===== config.mk =====
export PLATFORM = sky130hd
export DESIGN_NAME = exe_div_unit_flat
export DESIGN_NICKNAME = d
export VERILOG_FILES = /design/src/rtl/exe_div_unit_pkg.sv /design/src/rtl/exe_div_unit_if.sv /design/src/rtl/exe_div_unit_iter_step.sv /design/src/rtl/exe_div_unit.sv /design/src/flat_wrapper.sv
export SDC_FILE = /design/constraint.sdc
export NUM_CORES = 1
export LEC_CHECK = 0
export CORE_ASPECT_RATIO = 2
export CORE_MARGIN = 2
export CORE_UTILIZATION = 45
export CTS_CLUSTER_SIZE = 40
export DETAILED_ROUTE_END_ITERATION = 12
export GPL_TIMING_DRIVEN = 1
export PLACE_DENSITY = 0.65
export SETUP_SLACK_MARGIN = 0.3
export SYNTH_ARGS = -nofsm -noshare
export SYNTH_HDL_FRONTEND = slang
export SYNTH_SLANG_ARGS = --single-unit

===== constraint.sdc =====
create_clock -name clk -period 7.35 [get_ports clk]
set_input_delay 1.47 -clock clk [delete_from_list [all_inputs] [get_ports clk]]
set_output_delay 1.47 -clock clk [all_outputs]
set_load 0.05 [all_outputs]

===== src/rtl/exe_div_unit_pkg.sv =====
// Shared types for the EXE-stage iterative divider: FSM state encodings.
package exe_div_unit_pkg;

  typedef enum logic [1:0] {
    DIV_ST_IDLE = 2'd0,
    DIV_ST_BUSY = 2'd1,
    DIV_ST_DONE = 2'd2
  } div_st_e;

endpackage


===== src/rtl/exe_div_unit_if.sv =====
// Request/response bundle between EXE and the divider; slave side is the unit.
interface exe_div_unit_if #(
  parameter int WIDTH = 32,
  parameter int TAG_W = 5
);
  logic             in_valid;
  logic             in_ready;
  logic             in_signed;
  logic [WIDTH-1:0] in_a;
  logic [WIDTH-1:0] in_b;
  logic [TAG_W-1:0] in_tag;
  logic             out_valid;
  logic             out_ready;
  logic [WIDTH-1:0] out_quot;
  logic [WIDTH-1:0] out_rem;
  logic [TAG_W-1:0] out_tag;
  logic             busy;

  modport master (
    output in_valid, in_signed, in_a, in_b, in_tag, out_ready,
    input  in_ready, out_valid, out_quot, out_rem, out_tag, busy
  );

  modport slave (
    input  in_valid, in_signed, in_a, in_b, in_tag, out_ready,
    output in_ready, out_valid, out_quot, out_rem, out_tag, busy
  );
endinterface


===== src/rtl/exe_div_unit_iter_step.sv =====
// One combinational restoring-division step: shift in a dividend bit, trial-subtract.
module div_iter_step #(
  parameter int WIDTH = 32
) (
  input  logic [WIDTH:0]   i_rem,
  input  logic [WIDTH-1:0] i_dvs,
  input  logic             i_bit,
  output logic [WIDTH:0]   o_rem,
  output logic             o_qbit
);
  logic [WIDTH+1:0] w_sh;
  logic [WIDTH:0]   w_diff;

  assign w_sh   = {i_rem, i_bit};
  assign o_qbit = (w_sh >= {2'b00, i_dvs});
  // Partial remainder stays below 2^WIDTH, so the dropped top bit never carries.
  assign w_diff = w_sh[WIDTH:0] - {1'b0, i_dvs};
  assign o_rem  = o_qbit ? w_diff : w_sh[WIDTH:0];
endmodule


===== src/rtl/exe_div_unit.sv =====
// Iterative restoring divider with valid/ready handshakes, tag and flush cancel.
// Optional DIV_ZERO_FAST_EN: a zero divisor skips the iterations and completes on accept.
module exe_div_unit
  import exe_div_unit_pkg::*;
#(
  parameter int WIDTH = 32,
  parameter int TAG_W = 5
) (
  input  logic          clk,
  input  logic          resetn,
  input  logic          flush,
  exe_div_unit_if.slave div
);
  localparam int CNT_W = $clog2(WIDTH);

  div_st_e          r_state, w_next;
  logic [CNT_W-1:0] r_cnt;
  logic [WIDTH-1:0] r_dvd, r_dvs, r_quot, r_remo;
  logic [WIDTH:0]   r_rem;
  logic             r_qneg, r_rneg;
  logic [TAG_W-1:0] r_tag;

  logic             w_accept, w_last, w_fast, w_a_neg, w_b_neg, w_qbit;
  logic [WIDTH-1:0] w_abs_a, w_abs_b, w_q_mag, w_div0_q;
  logic [WIDTH:0]   w_rem;

  assign w_accept = div.in_valid && div.in_ready;
  assign w_last   = (r_cnt == '0);
  assign w_a_neg  = div.in_signed && div.in_a[WIDTH-1];
  assign w_b_neg  = div.in_signed && div.in_b[WIDTH-1];
  assign w_abs_a  = w_a_neg ? -div.in_a : div.in_a;
  assign w_abs_b  = w_b_neg ? -div.in_b : div.in_b;
  assign w_div0_q = w_a_neg ? WIDTH'(1) : '1;

`ifdef DIV_ZERO_FAST_EN
  assign w_fast = (div.in_b == '0);
`else
  assign w_fast = 1'b0;
`endif

  div_iter_step #(.WIDTH(WIDTH)) u_step (
    .i_rem  (r_rem),
    .i_dvs  (r_dvs),
    .i_bit  (r_dvd[WIDTH-1]),
    .o_rem  (w_rem),
    .o_qbit (w_qbit)
  );

  // Dividend register doubles as the quotient shift register.
  assign w_q_mag = {r_dvd[WIDTH-2:0], w_qbit};

  always_ff @(posedge clk or negedge resetn) begin
    if (!resetn) r_state <= DIV_ST_IDLE;
    else         r_state <= w_next;
  end

  always_comb begin
    w_next = r_state;
    if (flush) begin
      w_next = DIV_ST_IDLE;
    end else begin
      case (r_state)
        DIV_ST_IDLE: if (w_accept) w_next = w_fast ? DIV_ST_DONE : DIV_ST_BUSY;
        DIV_ST_BUSY: if (w_last)   w_next = DIV_ST_DONE;
        DIV_ST_DONE: if (div.out_ready) w_next = DIV_ST_IDLE;
        default:     w_next = DIV_ST_IDLE;
      endcase
    end
  end

  always_comb begin
    div.in_ready  = (r_state == DIV_ST_IDLE) && !flush;
    div.out_valid = (r_state == DIV_ST_DONE);
    div.busy      = (r_state != DIV_ST_IDLE);
  end

  always_ff @(posedge clk or negedge resetn) begin
    if (!resetn) begin
      r_cnt  <= '0;
      r_dvd  <= '0;
      r_dvs  <= '0;
      r_rem  <= '0;
      r_qneg <= 1'b0;
      r_rneg <= 1'b0;
      r_tag  <= '0;
      r_quot <= '0;
      r_remo <= '0;
    end else if (!flush) begin
      case (r_state)
        DIV_ST_IDLE: if (w_accept) begin
          r_dvd  <= w_abs_a;
          r_dvs  <= w_abs_b;
          r_rem  <= '0;
          r_qneg <= w_a_neg ^ w_b_neg;
          r_rneg <= w_a_neg;
          r_tag  <= div.in_tag;
          r_cnt  <= CNT_W'(WIDTH-1);
          if (w_fast) begin
            r_quot <= w_div0_q;
            r_remo <= div.in_a;
          end
        end
        DIV_ST_BUSY: begin
          r_dvd <= w_q_mag;
          r_rem <= w_rem;
          r_cnt <= r_cnt - CNT_W'(1);
          if (w_last) begin
            r_quot <= r_qneg ? -w_q_mag : w_q_mag;
            r_remo <= r_rneg ? -w_rem[WIDTH-1:0] : w_rem[WIDTH-1:0];
          end
        end
        default: ;
      endcase
    end
  end

  assign div.out_quot = r_quot;
  assign div.out_rem  = r_remo;
  assign div.out_tag  = r_tag;
endmodule


===== src/flat_wrapper.sv =====
// flat-port wrapper written by rule: the top's interface ports become plain ports
module exe_div_unit_flat import exe_div_unit_pkg::*;
#(
  parameter int WIDTH = 32,
  parameter int TAG_W = 5
)
  (clk, resetn, flush, div_in_valid, div_in_signed, div_in_a, div_in_b, div_in_tag, div_out_ready, div_in_ready, div_out_valid, div_out_quot, div_out_rem, div_out_tag, div_busy);
  exe_div_unit_if #(.WIDTH(WIDTH), .TAG_W(TAG_W)) div_i ();
  input  logic clk;
  input  logic resetn;
  input  logic flush;
  input wire logic [$bits(div_i.in_valid)-1:0] div_in_valid;
  input wire logic [$bits(div_i.in_signed)-1:0] div_in_signed;
  input wire logic [$bits(div_i.in_a)-1:0] div_in_a;
  input wire logic [$bits(div_i.in_b)-1:0] div_in_b;
  input wire logic [$bits(div_i.in_tag)-1:0] div_in_tag;
  input wire logic [$bits(div_i.out_ready)-1:0] div_out_ready;
  output wire logic [$bits(div_i.in_ready)-1:0] div_in_ready;
  output wire logic [$bits(div_i.out_valid)-1:0] div_out_valid;
  output wire logic [$bits(div_i.out_quot)-1:0] div_out_quot;
  output wire logic [$bits(div_i.out_rem)-1:0] div_out_rem;
  output wire logic [$bits(div_i.out_tag)-1:0] div_out_tag;
  output wire logic [$bits(div_i.busy)-1:0] div_busy;
  assign div_i.in_valid = div_in_valid;
  assign div_i.in_signed = div_in_signed;
  assign div_i.in_a = div_in_a;
  assign div_i.in_b = div_in_b;
  assign div_i.in_tag = div_in_tag;
  assign div_i.out_ready = div_out_ready;
  assign div_in_ready = div_i.in_ready;
  assign div_out_valid = div_i.out_valid;
  assign div_out_quot = div_i.out_quot;
  assign div_out_rem = div_i.out_rem;
  assign div_out_tag = div_i.out_tag;
  assign div_busy = div_i.busy;
  exe_div_unit #(.WIDTH(WIDTH), .TAG_W(TAG_W)) u_core (.clk(clk), .resetn(resetn), .flush(flush), .div(div_i));
endmodule

# [After elaboration in Yosys (flattened, before gate mapping)]
# Cells that the tools add are included.
[word_totals] ff_bits=175 wordCells=54 inputBits=75 output_inout_bits=72
[op_classes] n_reduce_logical=13 add_sub_neg=6 bitwise=2 n_eq_ne=6 magnitude_cmp=1 muxes=16
[op_table] operator="two-way mux 32 bit" n=5
[op_table] operator="negation 32 bit" n=4
[op_table] operator="two-way mux 33 bit" n=2
[op_table] operator="case mux 33 bit (2 select lines)" n=1
[op_table] operator="case mux 32 bit (2 select lines)" n=1
[op_table] operator="greater-or-equal comparator 34 x 32 -> 1 bit" n=1
[op_table] operator="subtractor 33 x 32 -> 33 bit" n=1
[op_table] operator="AND reduction 3 bit" n=4
[op_table] operator="case mux 5 bit (2 select lines)" n=1
[op_table] operator="two-way mux 2 bit" n=4
[op_table] operator="inequality test 3 x 2 -> 1 bit (second input constant)" n=2
[op_table] operator="case mux 2 bit (3 select lines)" n=1
[op_table] operator="zero test 5 bit" n=1
[op_table] operator="two-way mux 5 bit" n=1
[op_table] operator="subtractor 5 x 1 -> 5 bit (second input constant)" n=1
[op_table] operator="logical AND 1 bit" n=4
[op_table] operator="nonzero test 2 bit" n=2
[op_table] operator="inequality test 3 bit (second input constant)" n=1
[op_table] operator="== test 2 x 1 -> 1 bit (second input constant)" n=1
[op_table] operator="== test 2 bit (second input constant)" n=1
[op_table] operator="zero test 2 bit" n=1
[op_table] operator="inequality test 2 x 1 -> 1 bit (second input constant)" n=1
[op_table] operator="zero test 1 bit" n=1
[op_table] operator="NOT 1 bit" n=1
[op_table] operator="bitwise XOR 1 bit" n=1

# [Logic depth before layout (Yosys ltp)]
# Gate-level depths: netlist (run 1).
[logic_depth] word_depth=6 depth_mapped=26 depth_no_buf=22

# [Hierarchy]
# A second synthesis (run 1) with hierarchy kept.
[hier_totals] hier_cells=1384 area_unflattened_um2=11674.9
[by_module_without_submodules] module="exe_div_unit" n_inst=1 area_per_inst_um2=9180.1 seq_area_each_um2=4379.2 cells_per_inst=1015
[by_module_without_submodules] module="div_iter_step" n_inst=1 area_per_inst_um2=2494.9 seq_area_each_um2=0.0 cells_per_inst=369

# [Least setup slack after synthesis (run 1)]
# OpenSTA, ideal clock, no wires.
[synth_timing] path_type="flip-flop to flip-flop" startpoint="register u_core.r_rem[21]" endpoint="register u_core.r_remo[30] (netlist: u_core.div.out_rem[30])" setup_ns=0.136 required_time_ns=7.214 slack_ns=2.008 arrival_ns=5.206 n_path_buf=6 synth_period_minus_slack_ns=5.342 path_stages_with_launch=26 path_cell_list="dfrtp_1 -> ha_1 -> buf_2 -> and4_1 -> buf_4 -> and3_4 -> or3b_1 -> or4_1 -> and4_4 -> buf_6 -> nand2_8 -> buf_2 -> buf_2 -> buf_2 -> nand2_1 -> o21ai_0 -> ha_1 -> nand2_1 -> a2111oi_0 -> nand3_1 -> nor3_1 -> a41o_1 -> o2111ai_1 -> o21ai_0 -> xor2_1 -> o21ai_0"
[synth_via] elab_chain_cells=4 word_cells_on_any_way=5 cone_classes="add/sub (2); order compare (1); mux (2)"
[synth_lines] item="start, declared" line_no="exe_div_unit.sv:19" text="logic [WIDTH:0] r_rem;"
[synth_lines] item="start signal, assigned" line_no="exe_div_unit.sv:105" text="r_rem <= w_rem;"
[synth_lines] item="subtractor 33 x 32 -> 33 bit / greater-or-equal comparator 34 x 32 -> 1 bit (equally long branches)" line_no="exe_div_unit_iter_step.sv:17, exe_div_unit_iter_step.sv:15"
[synth_lines] item="two-way mux 33 bit *" line_no="exe_div_unit_iter_step.sv:18" text="assign o_rem = o_qbit ? w_diff : w_sh[WIDTH:0];"
[synth_lines] item="negation 32 bit" line_no="exe_div_unit.sv:109" text="r_remo <= r_rneg ? -w_rem[WIDTH-1:0] : w_rem[WIDTH-1:0];"
[synth_lines] item="two-way mux 32 bit *" line_no="exe_div_unit.sv:109"
[synth_lines] item="end signal, assigned" line_no="exe_div_unit.sv:100" text="r_remo <= div.in_a;"
[synth_lines] item="end signal, assigned" line_no="exe_div_unit.sv:109"
[synth_lines] item="end, declared" line_no="exe_div_unit.sv:18" text="logic [WIDTH-1:0] r_dvd, r_dvs, r_quot, r_remo;"
# Mark *: on every way between the ends. The rest lies on a longest branch, timed or not.
# A chain may end at the register's enable or synchronous reset.

# [Worst setup path in the final report (run 1)]
[layout_timing] startpoint="register u_core.r_rem[14]" endpoint="register u_core.r_remo[28] (netlist: u_core.div.out_rem[28])"
# Same word-level chain as after synthesis.

==> results.py, run 1 <==
metrics = {
    "worst_setup_path": {
        "worstSetupEndpointType": "flip-flop",
        "cp-start-kind": "flip-flop",
        "max_stage_delay_ns": 0.58,
        "path_max_fanout": 42,
        "cp_data_arrival_time_ns": 6.47,
        "cp_slowest_cell": "nor3_1",
        "reg2reg_slack_ns": 1.16,
        "worst_ep_required_time_ns": 7.63,
        "critical_path_class": "flip-flop to flip-flop",
        "cp_cell_sequence": "ha_1 -> nand4_1 -> or3_1 -> or3b_1 -> or4_1 -> and4_4 -> nand2_8 -> inv_4 -> mux2i_1 -> ha_1 -> nand2_1 -> a2111oi_0 -> nand3_1 -> nor3_1 -> a41o_1 -> o2111ai_1 -> o21ai_0 -> xor2_1 -> o21ai_0",
    },
    "placement": {
        "gp_congestion": 0.998,
        "dp_hpwl_um": 26500,
        "port_buffers": 146,
        "dp.cells": 1840,
    },
    "power": {
        "power.leakage_nw": 5.92,
        "ir_drop_mv": 0.217,
        "p_int_mw": 2.90,
        "p_comb_share_pct": 60.2,
        "p_sw_mw": 2.79,
        "switching_share_pct": 49.0,
        "seqPwrFrac_pct": 23.5,
        "p_per_area_nw_per_um2": 404,
        "pwr-share-clk_pct": 16.3,
    },
    "clock_tree": {
        "numCtsBuffers": 17,
        "worstSkewPairLatency_ns": 0.46,
        "cts_hold_buffers": 0,
        "cts_setup_buffers": 0,
        "clk_path_buf_depth": 2,
        "cts_root_buf": "clkbuf_16",
        "path_clk_slew_ns": 0.07,
        "cts_tree": "yes",
        "ctsResizeCount": 0,
        "htree_levels": 4,
        "clkSinkCount": 175,
    },
    "logic_synthesis": {
        "syn_avg_cell_area_um2": 8.32,
        "yosys.area_share.simple_pct": 18.1,
        "synth-async-reset-ratio_pct": 100,
        "synthMuxAreaShare_pct": 2.79,
        "synth_top_family_by_area": "compound AO/OA/AOI/OAI gates",
        "syn-num-nets": 1538,
        "syn_area_um2": 11800,
        "seq_area_frac_synth_pct": 37.0,
        "yosys.area_share.adder_pct": 4.18,
        "synth_compound_area_share_pct": 22.4,
        "yosys_warnings": 0,
        "ys_types": 76,
        "synthCells": 1424,
        "synth-edff-count": 0,
        "yosys_register_bits": 175,
        "synth_xor_area_share_pct": 10.9,
        "synth-main-ff-cell": "dfrtp_1",
    },
    "sta": {
        "fin_setup_tns_ns": 0,
        "maxSlewViolCount": 0,
        "max-slew-margin-rel_pct": 23.4,
        "rsz0062_at_grt": "no",
        "period_share_pct": 84.2,
        "min_period_ns": 6.19,
        "fin_worst_skew_ns": 0.00883,
        "hold_viol": 0,
        "tightest_slew_ns": 1.12,
        "setup_viol": 0,
        "fmax_mhz": 162,
    },
    "drt": {
        "drt-wirelength-per-cell_um": 18.4,
        "postRouteWirelength_um": 34400,
        "drc": 0,
        "avgViaCountPerCell": 5.71,
        "num_vias": 10700,
        "drtIter0Drc": 625,
        "ant_nets": 0,
        "dr.pass1.iters": 5,
    },
    "final_layout": {
        "area.sequential_um2": 4380,
        "num-fill-cells": 2601,
        "final_nets": 1629,
        "layout_common_cells": "218 x nand2_1, 215 x o21ai_0, 175 x dfrtp_1",
        "finalNonFillerCells": 1871,
        "antennaDiodeCount": 0,
        "drive_above_1_share_pct": 4.58,
        "synthToLayoutAreaGrowth_pct": 18.8,
        "multi_input_area_um2": 6930,
        "final_common_cell": "nand2_1",
    },
    "hold_path": {
        "hp-class": "flip-flop to flip-flop",
    },
    "global_route": {
        "grt-ovfl-total": 0,
        "grt_max_degree": 129,
        "grtUsageTotal_pct": 25.1,
        "grt_pass1_wl_um": 54800,
        "grt_pass1_vias": 10400,
        "antenna_found_initial": 0,
    },
    "floorplan": {
        "fp.dieW_um": 119,
        "core_area_um2": 26100,
        "row_count": 84,
        "ioPinCount": 147,
        "die_y_um": 233,
        "fp.dieArea_um2": 27700,
        "initial_utilization_pct": 45.4,
    },
    "status": {
        "run_status": "complete, no violations",
    },
    "job": {
        "cap_violations": 0,
    },
}
-- through the flow --
stage	utilization, %	total power [mW]	hold slack, ns	cell area (µm²)	setup WS, ns
floorplan	-	3.79	0.450	11800	2.01
global placement	51.7	4.72	0.461	13500	1.45
detailed placement	51.7	4.73	0.470	13500	1.14
CTS	54.0	5.67	0.485	14100	1.12
global route	54.0	6.10	0.499	14100	0.743
finish	54.0	5.68	0.476	14100	1.16
-- layout make-up --
class | count | share of cell area [%]
Clock buffer | 19 | 3.15
Tap cell | 344 | 3.06
Timing Repair Buffer | 155 | 10.9
Clock inverter | 12 | 1.04
Sequential cell | 175 | 31.1
Inverter | 56 | 1.51
Multi-Input combinational cell | 1110 | 49.2
-- path summary, 6_finish.rpt --
check                                             startpoint  cells past startpoint                                  end
min in group asynchronous                             resetn                      1  u_core.div.out_quot[13]$_DFFE_PN0P_
max                             u_core.r_rem[14]$_DFFE_PN0P_                     19   u_core.div.out_rem[28]$_DFFE_PN0P_
max in group asynchronous                             resetn                      2         u_core.r_rem[13]$_DFFE_PN0P_
min reg2reg                u_core.div.out_rem[5]$_DFFE_PN0P_                      2    u_core.div.out_rem[5]$_DFFE_PN0P_
max reg2reg                     u_core.r_rem[14]$_DFFE_PN0P_                     19   u_core.div.out_rem[28]$_DFFE_PN0P_
min                        u_core.div.out_rem[5]$_DFFE_PN0P_                      2    u_core.div.out_rem[5]$_DFFE_PN0P_
-- synthesized netlist by cell type (5+ instances only) --
master,n,share of area [%]
ha_1,38,4.0
a21o_1,11,0.70
buf_1,5,0.16
o21ai_0,215,9.1
buf_2,6,0.25
or2_2,6,0.32
o41ai_1,9,0.67
a31oi_1,8,0.42
mux2i_1,24,2.0
nor3_1,23,0.97
xnor2_1,71,5.3
nand2b_1,7,0.37
a21oi_1,73,3.1
or4_1,17,1.1
or3_1,18,0.95
and2_1,9,0.48
o21a_1,5,0.32
nor2_1,72,2.3
a22oi_1,34,2.2
nand2_1,220,7.0
mux2_2,8,0.76
inv_1,55,1.7
nor2b_1,6,0.32
nor4_1,22,1.2
dfrtp_1,175,37
xor2_1,76,5.6
o21ai_1,7,0.30
nand3_1,15,0.63
o31ai_1,24,1.5
buf_4,5,0.32
nand4_1,14,0.74
clkbuf_1,66,2.1
-- cell families after synthesis --
| family | after synthesis |
|---|---|
| adders and majority gates | 39 |
| AOI/OAI and AO/OA | 439 |
| DFF | 175 |
| muxes | 32 |
| buffers and inverters | 139 |
| and+or+nand+nor | 453 |
| xor gates and xnor gates | 147 |
-- power by group through the flow --
stage	sequential (mW)	clock, mW	combinational (mW)
floorplan	1.30	0	2.49
CTS	1.33	0.948	3.39
global route	1.36	0.981	3.76
finish	1.34	0.926	3.42
global placement	1.33	0	3.39
detailed placement	1.35	0	3.38
-- worst max-delay path: cells and delay by family, from the launching register on --
family | cells | cell delay [ns]
AND/OR/NAND/NOR | 9 | 2.82
adder cells (fa/ha/maj) | 2 | 0.82
XOR/XNOR | 1 | 0.18
flip-flops | 1 | 0.41
multiplexers | 1 | 0.25
AO/OA/AOI/OAI | 5 | 1.47
buffers and inverters | 1 | 0.05
-- sequential cells by signal, summed over array words and instances, names as in the netlist --
register / count
u_core.r_rem: 33
u_core.div.out_rem: 32
u_core.r_cnt: 5
u_core.r_qneg: 1
u_core.r_rneg: 1
u_core.r_dvd: 32
u_core.div.out_quot: 32
u_core.r_state: 2
u_core.div.out_tag: 5
u_core.r_dvs: 32
-- layer usage --
metal / up-vias / routed length (µm) / GRT usage, %
li1: 5255 / - / -
met1: 5058 / 15100 / 32.6
met2: 307 / 16600 / 41.7
met3: 63 / 1440 / 2.73
met4: 0 / 1320 / 12.2
met5: - / 0 / 0
Note: power is estimated with default switching activity, not from simulation.
==> run 2: changes to the inputs <==
--- a/config.mk
+++ b/config.mk
@@ -11,7 +11,7 @@
 export CTS_CLUSTER_SIZE = 40
 export DETAILED_ROUTE_END_ITERATION = 12
 export GPL_TIMING_DRIVEN = 1
-export PLACE_DENSITY = 0.65
+export PLACE_DENSITY = 0.67
 export SETUP_SLACK_MARGIN = 0.3
 export SYNTH_ARGS = -nofsm -noshare
 export SYNTH_HDL_FRONTEND = slang
==> constraint.sdc (replaced) <==
create_clock -name clk -period 5.4 [get_ports clk]
set_input_delay 1.08 -clock clk [delete_from_list [all_inputs] [get_ports clk]]
set_output_delay 1.08 -clock clk [all_outputs]
set_load 0.05 [all_outputs]
==> run 2 against run 1 <==
Combinational power grew 45%. Sequential share of layout area shrank 0.56 points. Wire length grew 0.74%. Power grew 41%. Die area is the same. Critical path depth is the same.
==> results.py, run 2 (synthesis gave the netlist of run 1 again) <==
metrics = {
    "worst_setup_path": {
        "worstSetupEndpointType": "flip-flop",
        "cp-start-kind": "flip-flop",
        "cp_data_arrival_time_ns": 5.21,
        "cp_slowest_cell": "or4_1",
        "worst_ep_required_time_ns": 5.72,
        "path_max_fanout": 8,
        "cp_cell_sequence": "ha_2 -> and4_4 -> and3_4 -> or3b_1 -> or4_1 -> and4_4 -> nand2_8 -> inv_4 -> mux2i_2 -> ha_2 -> nand2_1 -> a2111oi_4 -> nand3_2 -> nor3_4 -> a41o_1 -> o2111ai_2 -> o21ai_0 -> xnor2_1 -> o21ai_0",
        "worst-path-buf-inv": 1,
        "r2r_end": "u_core.div.out_rem[26]$_DFFE_PN0P_",
        "max_stage_delay_ns": 0.50,
        "critical_path_class": "flip-flop to flip-flop",
        "reg2reg_slack_ns": 0.51,
        "cp_top_family": "simple AND/OR/NAND/NOR gates",
        "reg2reg_depth": 19,
        "r2r-start": "u_core.r_rem[23]$_DFFE_PN0P_",
    },
    "drt": {
        "postRouteWirelength_um": 34700,
        "drc": 0,
        "drtIter0Drc": 715,
        "dr.pass1.iters": 6,
        "avgViaCountPerCell": 5.73,
        "ant_nets": 0,
        "num_vias": 10900,
        "drt-wirelength-per-cell_um": 18.3,
    },
    "sta": {
        "tightest_slew_ns": 0.979,
        "hold_viol": 0,
        "setup_viol": 0,
        "maxSlewViolCount": 0,
        "fmax_mhz": 205,
        "fin_setup_tns_ns": 0,
        "rsz0062_at_grt": "yes",
        "max-slew-margin-rel_pct": 34.7,
        "period_share_pct": 90.5,
        "fin_worst_skew_ns": 0.0107,
        "min_period_ns": 4.89,
    },
    "clock_tree": {
        "cts_root_buf": "clkbuf_16",
        "clkSinkCount": 175,
        "path_clk_slew_ns": 0.07,
        "worstSkewPairLatency_ns": 0.46,
        "numCtsBuffers": 17,
        "cts_hold_buffers": 0,
        "clk_path_buf_depth": 2,
        "htree_levels": 4,
        "cts_tree": "yes",
    },
    "job": {
        "cap_violations": 0,
    },
    "final_layout": {
        "multi_input_area_um2": 7000,
        "area.sequential_um2": 4380,
        "final_nets": 1655,
        "largest_register_ffs": 33,
        "final_common_cell": "nand2_1",
        "finalNonFillerCells": 1897,
        "antennaDiodeCount": 0,
        "final_area_um2": 14300,
        "largest-register": "u_core.r_rem",
        "synthToLayoutAreaGrowth_pct": 21.0,
        "num-fill-cells": 2478,
        "layout_common_cells": "217 x nand2_1, 212 x o21ai_0, 174 x dfrtp_1",
        "drive_above_1_share_pct": 6.95,
        "fin_util_pct": 55.0,
    },
    "placement": {
        "dp.cells": 1865,
        "dp_hpwl_um": 26900,
        "gp_congestion": 0.954,
        "place_area_um2": 13700,
        "port_buffers": 146,
    },
    "floorplan": {
        "row_count": 84,
        "core_area_um2": 26100,
        "initial_utilization_pct": 45.4,
        "die_y_um": 233,
        "ioPinCount": 147,
        "fp.dieArea_um2": 27700,
        "fp.dieW_um": 119,
    },
    "global_route": {
        "grt_pass1_vias": 10600,
        "grt_pass1_wl_um": 55700,
        "grt_max_degree": 95,
        "grt-ovfl-total": 0,
        "antenna_found_initial": 0,
        "grtUsageTotal_pct": 25.3,
    },
    "hold_path": {
        "holdPathStages": 2,
        "min_to": "u_core.r_dvs[14]$_DFFE_PN0P_",
        "hp-class": "flip-flop to flip-flop",
        "min_from": "u_core.r_dvs[14]$_DFFE_PN0P_",
    },
    "power": {
        "p_per_area_nw_per_um2": 560,
        "power.leakage_nw": 6.03,
        "ir_drop_mv": 0.330,
    },
    "status": {
        "run_status": "complete, no violations",
    },
}
run 2: final cells by class:
cell class              count  share of cell area [%]
inverters                  56                    1.48
repair buffers            181                    12.0
flip-flops and latches    175                    30.6
clock buffers              18                    2.99
well taps                 344                    3.00
multi-input cells        1110                    48.9
clock inverters            13                    1.06
run 2: through the flow:
stage	hold WS (ns)	setup WS, ns	total power, mW
after global routing	0.498	0.258	8.61
after global placement	0.461	0.347	6.63
final	0.477	0.512	8.03
after detailed placement	0.469	0.219	6.63
after floorplan	0.450	0.302	5.18
after CTS	0.484	0.323	7.92
run 2: worst max-delay path by stage:
| stage | start | endpoint | slack [ns] | depth (start not counted) |
|---|---|---|---|---|
| 5_1_grt | u_core.r_rem[12]$_DFFE_PN0P_ | u_core.div.out_rem[30]$_DFFE_PN0P_ | 0.26 | 19 |
| 2_1_floorplan | u_core.r_rem[21]$_DFFE_PN0P_ | u_core.div.out_rem[30]$_DFFE_PN0P_ | 0.30 | 25 |
| 3_3_place_gp | u_core.r_rem[21]$_DFFE_PN0P_ | u_core.div.out_rem[28]$_DFFE_PN0P_ | 0.35 | 19 |
| 6_report | u_core.r_rem[23]$_DFFE_PN0P_ | u_core.div.out_rem[26]$_DFFE_PN0P_ | 0.51 | 19 |
| 3_5_place_dp | u_core.r_rem[21]$_DFFE_PN0P_ | u_core.div.out_rem[30]$_DFFE_PN0P_ | 0.22 | 19 |
| 4_1_cts | u_core.r_rem[21]$_DFFE_PN0P_ | u_core.div.out_rem[30]$_DFFE_PN0P_ | 0.32 | 19 |
run 2: report_power, final:
group	switching (mW)	total (mW)	leakage, nW	internal (mW)
clock	0.563	1.25	0.276	0.688
combinational	3.04	4.95	3.46	1.91
sequential	0.299	1.83	2.29	1.53
run 2: timing repair:
item,4_1_cts,5_1_grt
hold endpoints to repair,0,0
setup endpoints to repair,5,8
pin swaps,0,6
setup buffers,0,1
gates resized for setup,3,15
run 2: tightest hold or removal path: cells and delay by family, from the launching register on:
family | cells | cell delay [ns]
flip-flops | 1 | 0.34
AO/OA/AOI/OAI | 1 | 0.06
AND/OR/NAND/NOR | 1 | 0.04
run 2: routing by layer:
layer	global-route usage [%]	share of wire, %	up-vias
met4	11.3	3.7	0
li1	-	-	5307
met2	43.3	49	295
met5	0	0	-
met3	2.66	4.0	56
met1	32.2	44	5212
==> run 3: changes to the inputs <==
--- a/config.mk
+++ b/config.mk
@@ -10,6 +10,7 @@
 export CORE_UTILIZATION = 45
 export CTS_CLUSTER_SIZE = 40
 export DETAILED_ROUTE_END_ITERATION = 12
+export GPL_ROUTABILITY_DRIVEN = 0
 export GPL_TIMING_DRIVEN = 1
 export PLACE_DENSITY = 0.67
 export SETUP_SLACK_MARGIN = 0.3
==> run 3 against run 2 <==
Design area grew 0.24%. Sequential power is essentially flat. Register-to-register slack gained 0.04 ns. Core utilization grew 0.13 points. Power shrank 1.2%. Die area is the same. Sequential share of layout area shrank 0.057 points.
==> results.py, run 3 (synthesis gave the netlist of run 1 again) <==
metrics = {
    "clock_tree": {
        "cts_tree": "yes",
        "htree_levels": 4,
        "cts_root_buf": "clkbuf_16",
        "clkSinkCount": 175,
        "worstSkewPairLatency_ns": 0.47,
        "numCtsBuffers": 17,
        "cts_hold_buffers": 0,
        "clk_path_buf_depth": 2,
        "path_clk_slew_ns": 0.07,
    },
    "drt": {
        "postRouteWirelength_um": 32600,
        "top_layer_used": "met4",
        "drc": 0,
        "wl_met3_um": 1730,
        "ant_nets": 0,
        "wl_met1_um": 14000,
        "wl_met2_um": 15700,
        "avgViaCountPerCell": 5.74,
        "drtIter0Drc": 838,
        "drt-wirelength-per-cell_um": 17.2,
        "dr.pass1.iters": 5,
        "num_vias": 10800,
    },
    "final_layout": {
        "drive_above_1_share_pct": 6.86,
        "layout_common_cells": "218 x nand2_1, 213 x o21ai_0, 172 x dfrtp_1",
        "final_nets": 1646,
        "num-fill-cells": 2513,
        "final_common_cell": "nand2_1",
        "multi_input_area_um2": 7090,
        "finalNonFillerCells": 1889,
        "synthToLayoutAreaGrowth_pct": 21.3,
        "antennaDiodeCount": 0,
        "largest-register": "u_core.r_rem",
        "area.sequential_um2": 4380,
        "largest_register_ffs": 33,
    },
    "sta": {
        "fin_setup_tns_ns": 0,
        "fmax_mhz": 206,
        "hold_viol": 0,
        "rsz0062_at_grt": "no",
        "fin_worst_skew_ns": 0.0152,
        "max-slew-margin-rel_pct": 22.1,
        "maxSlewViolCount": 0,
        "tightest_slew_ns": 1.17,
        "setup_viol": 0,
        "min_period_ns": 4.85,
        "period_share_pct": 89.7,
    },
    "worst_setup_path": {
        "cp_top_family": "simple AND/OR/NAND/NOR gates",
        "critical_path_class": "flip-flop to flip-flop",
        "r2r_end": "u_core.div.out_rem[28]$_DFFE_PN0P_",
        "worstSetupEndpointType": "flip-flop",
        "critical_path_depth": 19,
        "worst-path-buf-inv": 1,
        "path_common_cell": "o21ai_0",
        "r2r-start": "u_core.r_rem[11]$_DFFE_PN0P_",
        "cp_slowest_cell": "or4_1",
        "cp-start-kind": "flip-flop",
        "max_stage_delay_ns": 0.51,
        "worst_ep_required_time_ns": 5.71,
        "reg2reg_slack_ns": 0.55,
        "cp_data_arrival_time_ns": 5.15,
        "critPathLaunch": "u_core.r_rem[11]$_DFFE_PN0P_",
        "path_max_fanout": 17,
        "cp_cell_sequence": "ha_4 -> nand4_1 -> or3_1 -> or3b_1 -> or4_1 -> and4_4 -> nand2_8 -> inv_4 -> mux2i_4 -> ha_2 -> nand2_1 -> a2111oi_4 -> nand3_2 -> nor3_4 -> a41o_1 -> o2111ai_2 -> o21ai_0 -> xor2_1 -> o21ai_0",
        "reg2reg_depth": 19,
    },
    "power": {
        "p_per_area_nw_per_um2": 552,
        "ir_drop_mv": 0.285,
        "power.leakage_nw": 6.02,
    },
    "floorplan": {
        "initial_utilization_pct": 45.4,
        "fp.dieW_um": 119,
        "die_y_um": 233,
        "fp.dieArea_um2": 27700,
        "row_count": 84,
        "core_area_um2": 26100,
        "ioPinCount": 147,
    },
    "global_route": {
        "antenna_found_initial": 0,
        "grt_pass1_vias": 10300,
        "grtUsageTotal_pct": 23.8,
        "grt-ovfl-total": 0,
        "grt_pass1_wl_um": 52900,
        "grt_max_degree": 94,
    },
    "placement": {
        "dp_hpwl_um": 25000,
        "port_buffers": 146,
        "dp.cells": 1854,
    },
    "job": {
        "cap_violations": 0,
    },
    "hold_path": {
        "min_from": "u_core.div.out_quot[27]$_DFFE_PN0P_",
        "holdPathStages": 2,
        "min_to": "u_core.div.out_quot[27]$_DFFE_PN0P_",
        "hp-class": "flip-flop to flip-flop",
    },
    "status": {
        "run_status": "complete, no violations",
    },
}
## run 3: area by class of cell
| class | instances | share of cell area (%) |
|---|---|---|
| Multi-Input combinational cell | 1110 | 49.4 |
| Sequential cell | 175 | 30.5 |
| Timing Repair Buffer | 172 | 11.5 |
| Tap cell | 344 | 3.00 |
| Clock buffer | 17 | 2.96 |
| Inverter | 56 | 1.48 |
| Clock inverter | 15 | 1.17 |
## run 3: power breakdown
group          switching [mW]  leakage (nW)  internal (mW)
registers               0.315          2.29           1.53
clock network           0.607         0.291          0.620
logic                    2.96          3.44           1.89
## run 3: repair_timing
action                                  4_1_cts  5_1_grt
pin swaps                                     0        5
endpoints found under the setup margin        3        9
setup buffers                                 0        3
resized for setup                             8       20
## run 3: worst max-delay path by stage
stage	slack, ns	end
2_1_floorplan	0.30	u_core.div.out_rem[30]$_DFFE_PN0P_
4_1_cts	0.31	u_core.div.out_rem[30]$_DFFE_PN0P_
6_report	0.55	u_core.div.out_rem[28]$_DFFE_PN0P_
3_5_place_dp	0.23	u_core.div.out_rem[28]$_DFFE_PN0P_
5_1_grt	0.29	u_core.div.out_rem[30]$_DFFE_PN0P_
3_3_place_gp	0.37	u_core.div.out_rem[28]$_DFFE_PN0P_
## run 3: metrics by stage
stage,worst slack [ns],power (mW),area (µm²),util [%],hold WS [ns]
6_report,0.555,7.93,14400,55.1,0.477
5_1_grt,0.288,8.50,14400,55.1,0.502
4_1_cts,0.306,7.75,14200,54.6,0.485
3_5_place_dp,0.227,6.45,13600,52.2,0.469
3_3_place_gp,0.367,6.38,13600,52.2,0.461
2_1_floorplan,0.302,5.18,11900,-,0.450
## run 3: layer usage
layer | track usage, % | vias up
met5 | 0 | -
met4 | 10.0 | 0
met3 | 3.76 | 80
met2 | 40.1 | 372
met1 | 30.4 | 5089
li1 | - | 5293
## run 3: worst min-delay path, delay by kind of cell (launching register included)
| kind | cells | cell delay, ns |
|---|---|---|
| compound gates | 1 | 0.06 |
| simple gates | 1 | 0.05 |
| flops | 1 | 0.34 |
